[src/rtl/ws2812_tx.sv]
// rtl/ws2812_tx.sv - WS2812 NRZ serialiser with valid/ready pixel input and latch/reset interval.
// Optional status outputs (o_pix_cnt, o_underrun) are enabled by defining WS2812_TX_STATUS_EN.
module ws2812_tx #(
    parameter int CLK_PRD  = 50,
    parameter int T0H      = 350,
    parameter int T0L      = 800,
    parameter int T1H      = 700,
    parameter int T1L      = 600,
    parameter int RET      = 50000,
    parameter int NUM_LEDS = 8
) (
    input  logic        clk,
    input  logic        rst_n,
    input  logic [23:0] i_pixel,
    input  logic        i_valid,
    output logic        o_ready,
    output logic        o_serial,
    output logic        o_busy,
`ifdef WS2812_TX_STATUS_EN
    output logic [$clog2(NUM_LEDS+1)-1:0] o_pix_cnt,
    output logic        o_underrun,
`endif
    output logic        o_frame_done
);

    localparam int T0H_CYC = T0H / CLK_PRD;
    localparam int T0L_CYC = T0L / CLK_PRD;
    localparam int T1H_CYC = T1H / CLK_PRD;
    localparam int T1L_CYC = T1L / CLK_PRD;
    localparam int RST_CYC = RET / CLK_PRD;
    localparam int TW      = $clog2(RST_CYC + 1);
    localparam int PW      = $clog2(NUM_LEDS + 1);

    if (T0H_CYC < 1 || T0L_CYC < 1 || T1H_CYC < 1 || T1L_CYC < 1 || RST_CYC < 1 || NUM_LEDS < 1)
    begin : g_bad_timing
        $error("ws2812_tx: every timing constant must be at least one clock cycle");
    end

    typedef enum logic [1:0] {S_RESET, S_IDLE, S_HIGH, S_LOW} state_t;

    state_t          state_q, state_d;
    logic [TW-1:0]   timer_q, timer_d;
    logic [23:0]     shift_q, shift_d;
    logic [4:0]      bit_q, bit_d;
    logic [PW-1:0]   pix_q, pix_d;
    logic            serial_q, busy_q;
    logic [TW-1:0]   hi_last, lo_last;
    logic            more_pix;

    // Pulse lengths follow the bit currently at the top of the shift register.
    assign hi_last  = shift_q[23] ? TW'(T1H_CYC - 1) : TW'(T0H_CYC - 1);
    assign lo_last  = shift_q[23] ? TW'(T1L_CYC - 1) : TW'(T0L_CYC - 1);
    assign more_pix = (pix_q < PW'(NUM_LEDS - 1));

    always_comb begin
        state_d      = state_q;
        timer_d      = timer_q + TW'(1);
        shift_d      = shift_q;
        bit_d        = bit_q;
        pix_d        = pix_q;
        o_ready      = 1'b0;
        o_frame_done = 1'b0;
        unique case (state_q)
            S_RESET: begin
                pix_d = '0;
                if (timer_q == TW'(RST_CYC - 1)) begin
                    o_frame_done = 1'b1;
                    state_d      = S_IDLE;
                end
            end
            S_IDLE: begin
                o_ready = 1'b1;
                if (i_valid) begin
                    shift_d = i_pixel;
                    bit_d   = '0;
                    state_d = S_HIGH;
                end
            end
            S_HIGH: begin
                if (timer_q == hi_last) state_d = S_LOW;
            end
            S_LOW: begin
                if (timer_q == lo_last) begin
                    if (bit_q != 5'd23) begin
                        shift_d = {shift_q[22:0], 1'b0};
                        bit_d   = bit_q + 5'd1;
                        state_d = S_HIGH;
                    end else if (more_pix) begin
                        // Back-to-back window: the next pixel must be offered on exactly this cycle.
                        o_ready = 1'b1;
                        if (i_valid) begin
                            shift_d = i_pixel;
                            bit_d   = '0;
                            pix_d   = pix_q + PW'(1);
                            state_d = S_HIGH;
                        end else begin
                            pix_d   = '0;
                            state_d = S_RESET;
                        end
                    end else begin
                        pix_d   = '0;
                        state_d = S_RESET;
                    end
                end
            end
            default: state_d = S_RESET;
        endcase
        if (state_d != state_q || state_q == S_IDLE) timer_d = '0;
    end

    always_ff @(posedge clk or negedge rst_n) begin
        if (!rst_n) begin
            state_q  <= S_RESET;
            timer_q  <= '0;
            shift_q  <= '0;
            bit_q    <= '0;
            pix_q    <= '0;
            serial_q <= 1'b0;
            busy_q   <= 1'b0;
        end else begin
            state_q  <= state_d;
            timer_q  <= timer_d;
            shift_q  <= shift_d;
            bit_q    <= bit_d;
            pix_q    <= pix_d;
            serial_q <= (state_d == S_HIGH);
            busy_q   <= (state_d != S_IDLE);
        end
    end

    assign o_serial = serial_q;
    assign o_busy   = busy_q;

`ifdef WS2812_TX_STATUS_EN
    logic underrun_q, underrun_d;

    always_comb begin
        underrun_d = underrun_q;
        if (state_q == S_LOW && timer_q == lo_last && bit_q == 5'd23 && more_pix && !i_valid)
            underrun_d = 1'b1;
    end

    always_ff @(posedge clk or negedge rst_n) begin
        if (!rst_n) underrun_q <= 1'b0;
        else        underrun_q <= underrun_d;
    end

    assign o_pix_cnt  = pix_q;
    assign o_underrun = underrun_q;
`endif

endmodule

[config.mk]
export PLATFORM = sky130hd
export DESIGN_NAME = ws2812_tx
export DESIGN_NICKNAME = d
export VERILOG_FILES = /design/src/rtl/ws2812_tx.sv
export SDC_FILE = /design/constraint.sdc
export NUM_CORES = 1
export LEC_CHECK = 0
export BUFFER_PORTS_ARGS = -buffer_cell sky130_fd_sc_hd__buf_2
export CAP_MARGIN = 20
export CORE_MARGIN = 2
export CORE_UTILIZATION = 30
export CTS_BUF_LIST = sky130_fd_sc_hd__clkbuf_4
export CTS_CLUSTER_DIAMETER = 50
export DETAILED_ROUTE_END_ITERATION = 12
export SLEW_MARGIN = 20
export SYNTH_ARGS = -nofsm -noshare
export SYNTH_HDL_FRONTEND = slang
export SYNTH_SLANG_ARGS = --single-unit
[constraint.sdc]
create_clock -name clk -period 4.5 [get_ports clk]
set_input_delay 0.9 -clock clk [delete_from_list [all_inputs] [get_ports clk]]
set_output_delay 0.9 -clock clk [all_outputs]
set_load 0.05 [all_outputs]
==> impl_metrics.toml <==
[setup_path]
cp.buffers_inverters = 1
critical-path-max-stage-delay_ns = 0.59
r2r_setup_slack_ns = 1.81
worstSetupStartpointType = "flip-flop"
critical_path_arrival_ns = 2.58
worst-r2r-cell-count = 5
criticalPathCategory = "flip-flop to output pin"
reg2reg_from = "timer_q[4]$_DFF_PN0_"
critical_path_rt_ns = 3.60
crit_path_max_delay_cell_type = "sky130_fd_sc_hd__or4_4"
crit_path_max_fanout = 7
r2r-end = "shift_q[2]$_DFFE_PN0P_"
worst_path_dominant_cell_family = "simple AND/OR/NAND/NOR gates"
timing.critical_path.from = "timer_q[4]$_DFF_PN0_"
path_cells = "or4_4 -> nor4_2 -> nand2_1 -> o22ai_1 -> buf_2"
critPathCaptureType = "output pin"

[die]
core-area_mm2 = 0.00809
floorplan.initialDensity = 0.303
chipHeight_um = 94.5
placement_rows = 33
die_width_um = 94.5
fp.dieArea_mm2 = 0.00893
ioPinCount = 31

[clocking]
clock_tree.buffer_depth = 2
number_of_hold_buffers_added_after_cts = 0
cts_max_level = 2
clkSinkCount = 47
cts_tree = "done"
clock-root-buffer = "sky130_fd_sc_hd__clkbuf_4"
postCtsResizedCells = 0
clk_transition_reported_paths_ns = 0.16
postCtsSetupBuffers = 0
cts-buffers-inserted = 5
clkLatencyLatePin_ns = 0.36

[route]
totalWireLength_um = 4970
post_dr_vias_cell = 5.24
vias = 1817
post-route-drc-count = 0
initialDrtViolationCount = 73
drtAntennaViolNets = 0
firstDrtPassIters = 4
wl_per_cell_um = 14.3

[finish]
area.growth.synth_to_final_pct = 9.93
post_layout_nonfiller_instances = 347
finalNetCount = 271
layout-drive-gt1-share = 0.273
num_antenna_cells = 0

[power]
p_switching_mw = 0.166
peakVddDrop_mv = 0.113
pwr-share-seq = 0.636
clock_power_share = 0.312
internal_power_mw = 0.498
combinationalPowerShare = 0.052
leakage_nw = 1.18
p_sw_frac = 0.250
power_density_of_the_placed_cells_mw_per_mm2 = 246

[synth]
synth_area_leader_cell = "sky130_fd_sc_hd__dfrtp_1"
synth_seq_cells = 47
synth_top_area_frac = 0.479
ys_seq_area_frac = 0.479
syn-instance-count = 220
syn_area_mm2 = 0.00246
synth_cell_types = 46
yosys_warnings = 0
synth_fp_nets = 250
synth.top_cells.by_area = "sky130_fd_sc_hd__dfrtp_1, sky130_fd_sc_hd__a2bb2oi_2, sky130_fd_sc_hd__o22ai_1"
syn-mean-instance-area_um2 = 11.2

[timing]
min_period_ns = 3.48
final-setup-viol-count = 0
rsz0062_at_grt = "false"
min_period_over_period = 0.773
slew_headroom = 0.476
clock-skew-final_ns = 0.0179
worst_slew_pin_slew_ns = 0.785
hold_viol_final = 0
slew_viol_final = 0
final_critical_path_setup_slack_ns = 1.02
achievable-frequency_mhz = 287
final.setup.tns_ns = 0

[global_route]
first_global_vias = 1783
grt_antenna_before_repair = 0
grt_pass1_wl_um = 8680
grtUsageTotal = 0.121
grt_start_max_net_pins = 48
grt_overflow = 0

[placement]
detailedPlace.worstSlack_ns = 1.42
dp_cells = 339
hpwlAfterDp_um = 3310
gp_congestion = 0.851
port_buffers = 30

[outcome]
run_status = "finished, final reports clean"

[flow_run]
max-cap-violations = 0

[hold_path]
class_of_the_tightest_hold_or_removal_check = "input pin to asynchronous set/reset pin"
-- power by group through the flow --
stage | Combinational, mW | Sequential (mW) | Clock [mW]
floorplan | 0.0128 | 0.430 | 0
global placement | 0.0356 | 0.430 | 0
detailed placement | 0.0355 | 0.430 | 0
CTS | 0.0358 | 0.423 | 0.216
global route | 0.0399 | 0.423 | 0.235
finish | 0.0346 | 0.422 | 0.208
-- cell usage after synthesis, drive strengths merged --
cell / instances
buf: 7
a21oi: 8
or4: 1
a32oi: 1
a31o: 1
and3: 3
xor2: 3
o21ai: 9
nand3: 11
o31ai: 2
nor4: 2
a211oi: 1
o211a: 1
nand4: 7
a2bb2oi: 23
mux2i: 1
nor3: 1
or3: 1
or2: 1
nor2b: 2
xnor2: 6
clkbuf: 10
mux2: 1
o22ai: 24
and4b: 1
a22o: 1
or4b: 1
nand4b: 3
ha: 3
dfrtp: 47
inv: 6
a21o: 1
o221a: 1
a32o: 1
nand2: 9
o21a: 1
a211o: 1
nor2: 15
a31oi: 2
-- through the flow --
step / power, mW / hold slack, ns / area, µm² / util
after floorplan: 0.443 / 0.480 / 2460 / -
after global placement: 0.466 / 0.508 / 2640 / 0.326
after detailed placement: 0.466 / 0.515 / 2640 / 0.326
after CTS: 0.675 / 0.534 / 2700 / 0.333
after global routing: 0.698 / 0.560 / 2700 / 0.334
final: 0.665 / 0.507 / 2700 / 0.334
-- metal layers --
layer	vias to the layer above	routed length, µm	global-route usage
li1	883	-	-
met1	905	2440	0.174
met2	27	2320	0.189
met3	2	190	0.0271
met4	0	18	0.0217
met5	-	0	0
-- placed cells by master, fill, tap and decap left out, types with 2 or more instances in the layout --
cell type                    count
sky130_fd_sc_hd__inv_1           6
sky130_fd_sc_hd__nor2_1         15
sky130_fd_sc_hd__dfrtp_1        47
sky130_fd_sc_hd__xor2_1          3
sky130_fd_sc_hd__nand4b_1        3
sky130_fd_sc_hd__buf_4           2
sky130_fd_sc_hd__clkinvlp_4      2
sky130_fd_sc_hd__o21ai_1         2
sky130_fd_sc_hd__o22ai_1        24
sky130_fd_sc_hd__nand4_1         7
sky130_fd_sc_hd__o31ai_1         2
sky130_fd_sc_hd__a2bb2oi_1       5
sky130_fd_sc_hd__ha_1            3
sky130_fd_sc_hd__and3_1          3
sky130_fd_sc_hd__buf_2          29
sky130_fd_sc_hd__nand3_1        11
sky130_fd_sc_hd__xnor2_1         6
sky130_fd_sc_hd__a31oi_1         2
sky130_fd_sc_hd__a21oi_1         8
sky130_fd_sc_hd__nor2b_1         2
sky130_fd_sc_hd__o21ai_0         7
sky130_fd_sc_hd__clkbuf_4        5
sky130_fd_sc_hd__nand2_1         9
sky130_fd_sc_hd__a2bb2oi_2      18
-- logic make-up after synthesis --
group / synth area share
xor gates and xnor gates: 0.0321
buffers and inverters: 0.0535
AOI/OAI and AO/OA: 0.278
DFF: 0.479
adders and majority gates: 0.0153
and+or+nand+nor: 0.134
muxes: 0.00866
-- state kept, by name, summed over array words and instances, names as in the netlist --
name and count:
o_busy 1, state_q 2, shift_q 24, o_serial 1, bit_q 5, timer_q 10, pix_q 4
-- cell type report --
cell class / instances / area [µm²]
multi-input combinational: 150 / 1150
timing repair buffer: 31 / 160
clock buffer: 5 / 37.5
clock inverter: 3 / 23.8
sequential: 47 / 1180
inverter: 6 / 22.5
fill: 858 / 5390
tap: 105 / 131
-- worst max-delay path by stage --
stage	endpoint	slack [ns]	cells after the start
2_1_floorplan	o_ready	1.24	4
3_3_place_gp	o_ready	1.48	5
3_5_place_dp	o_ready	1.42	5
4_1_cts	o_ready	1.00	5
5_1_grt	o_ready	0.83	5
6_report	o_ready	1.02	5
(Power assumes the default switching activity.)
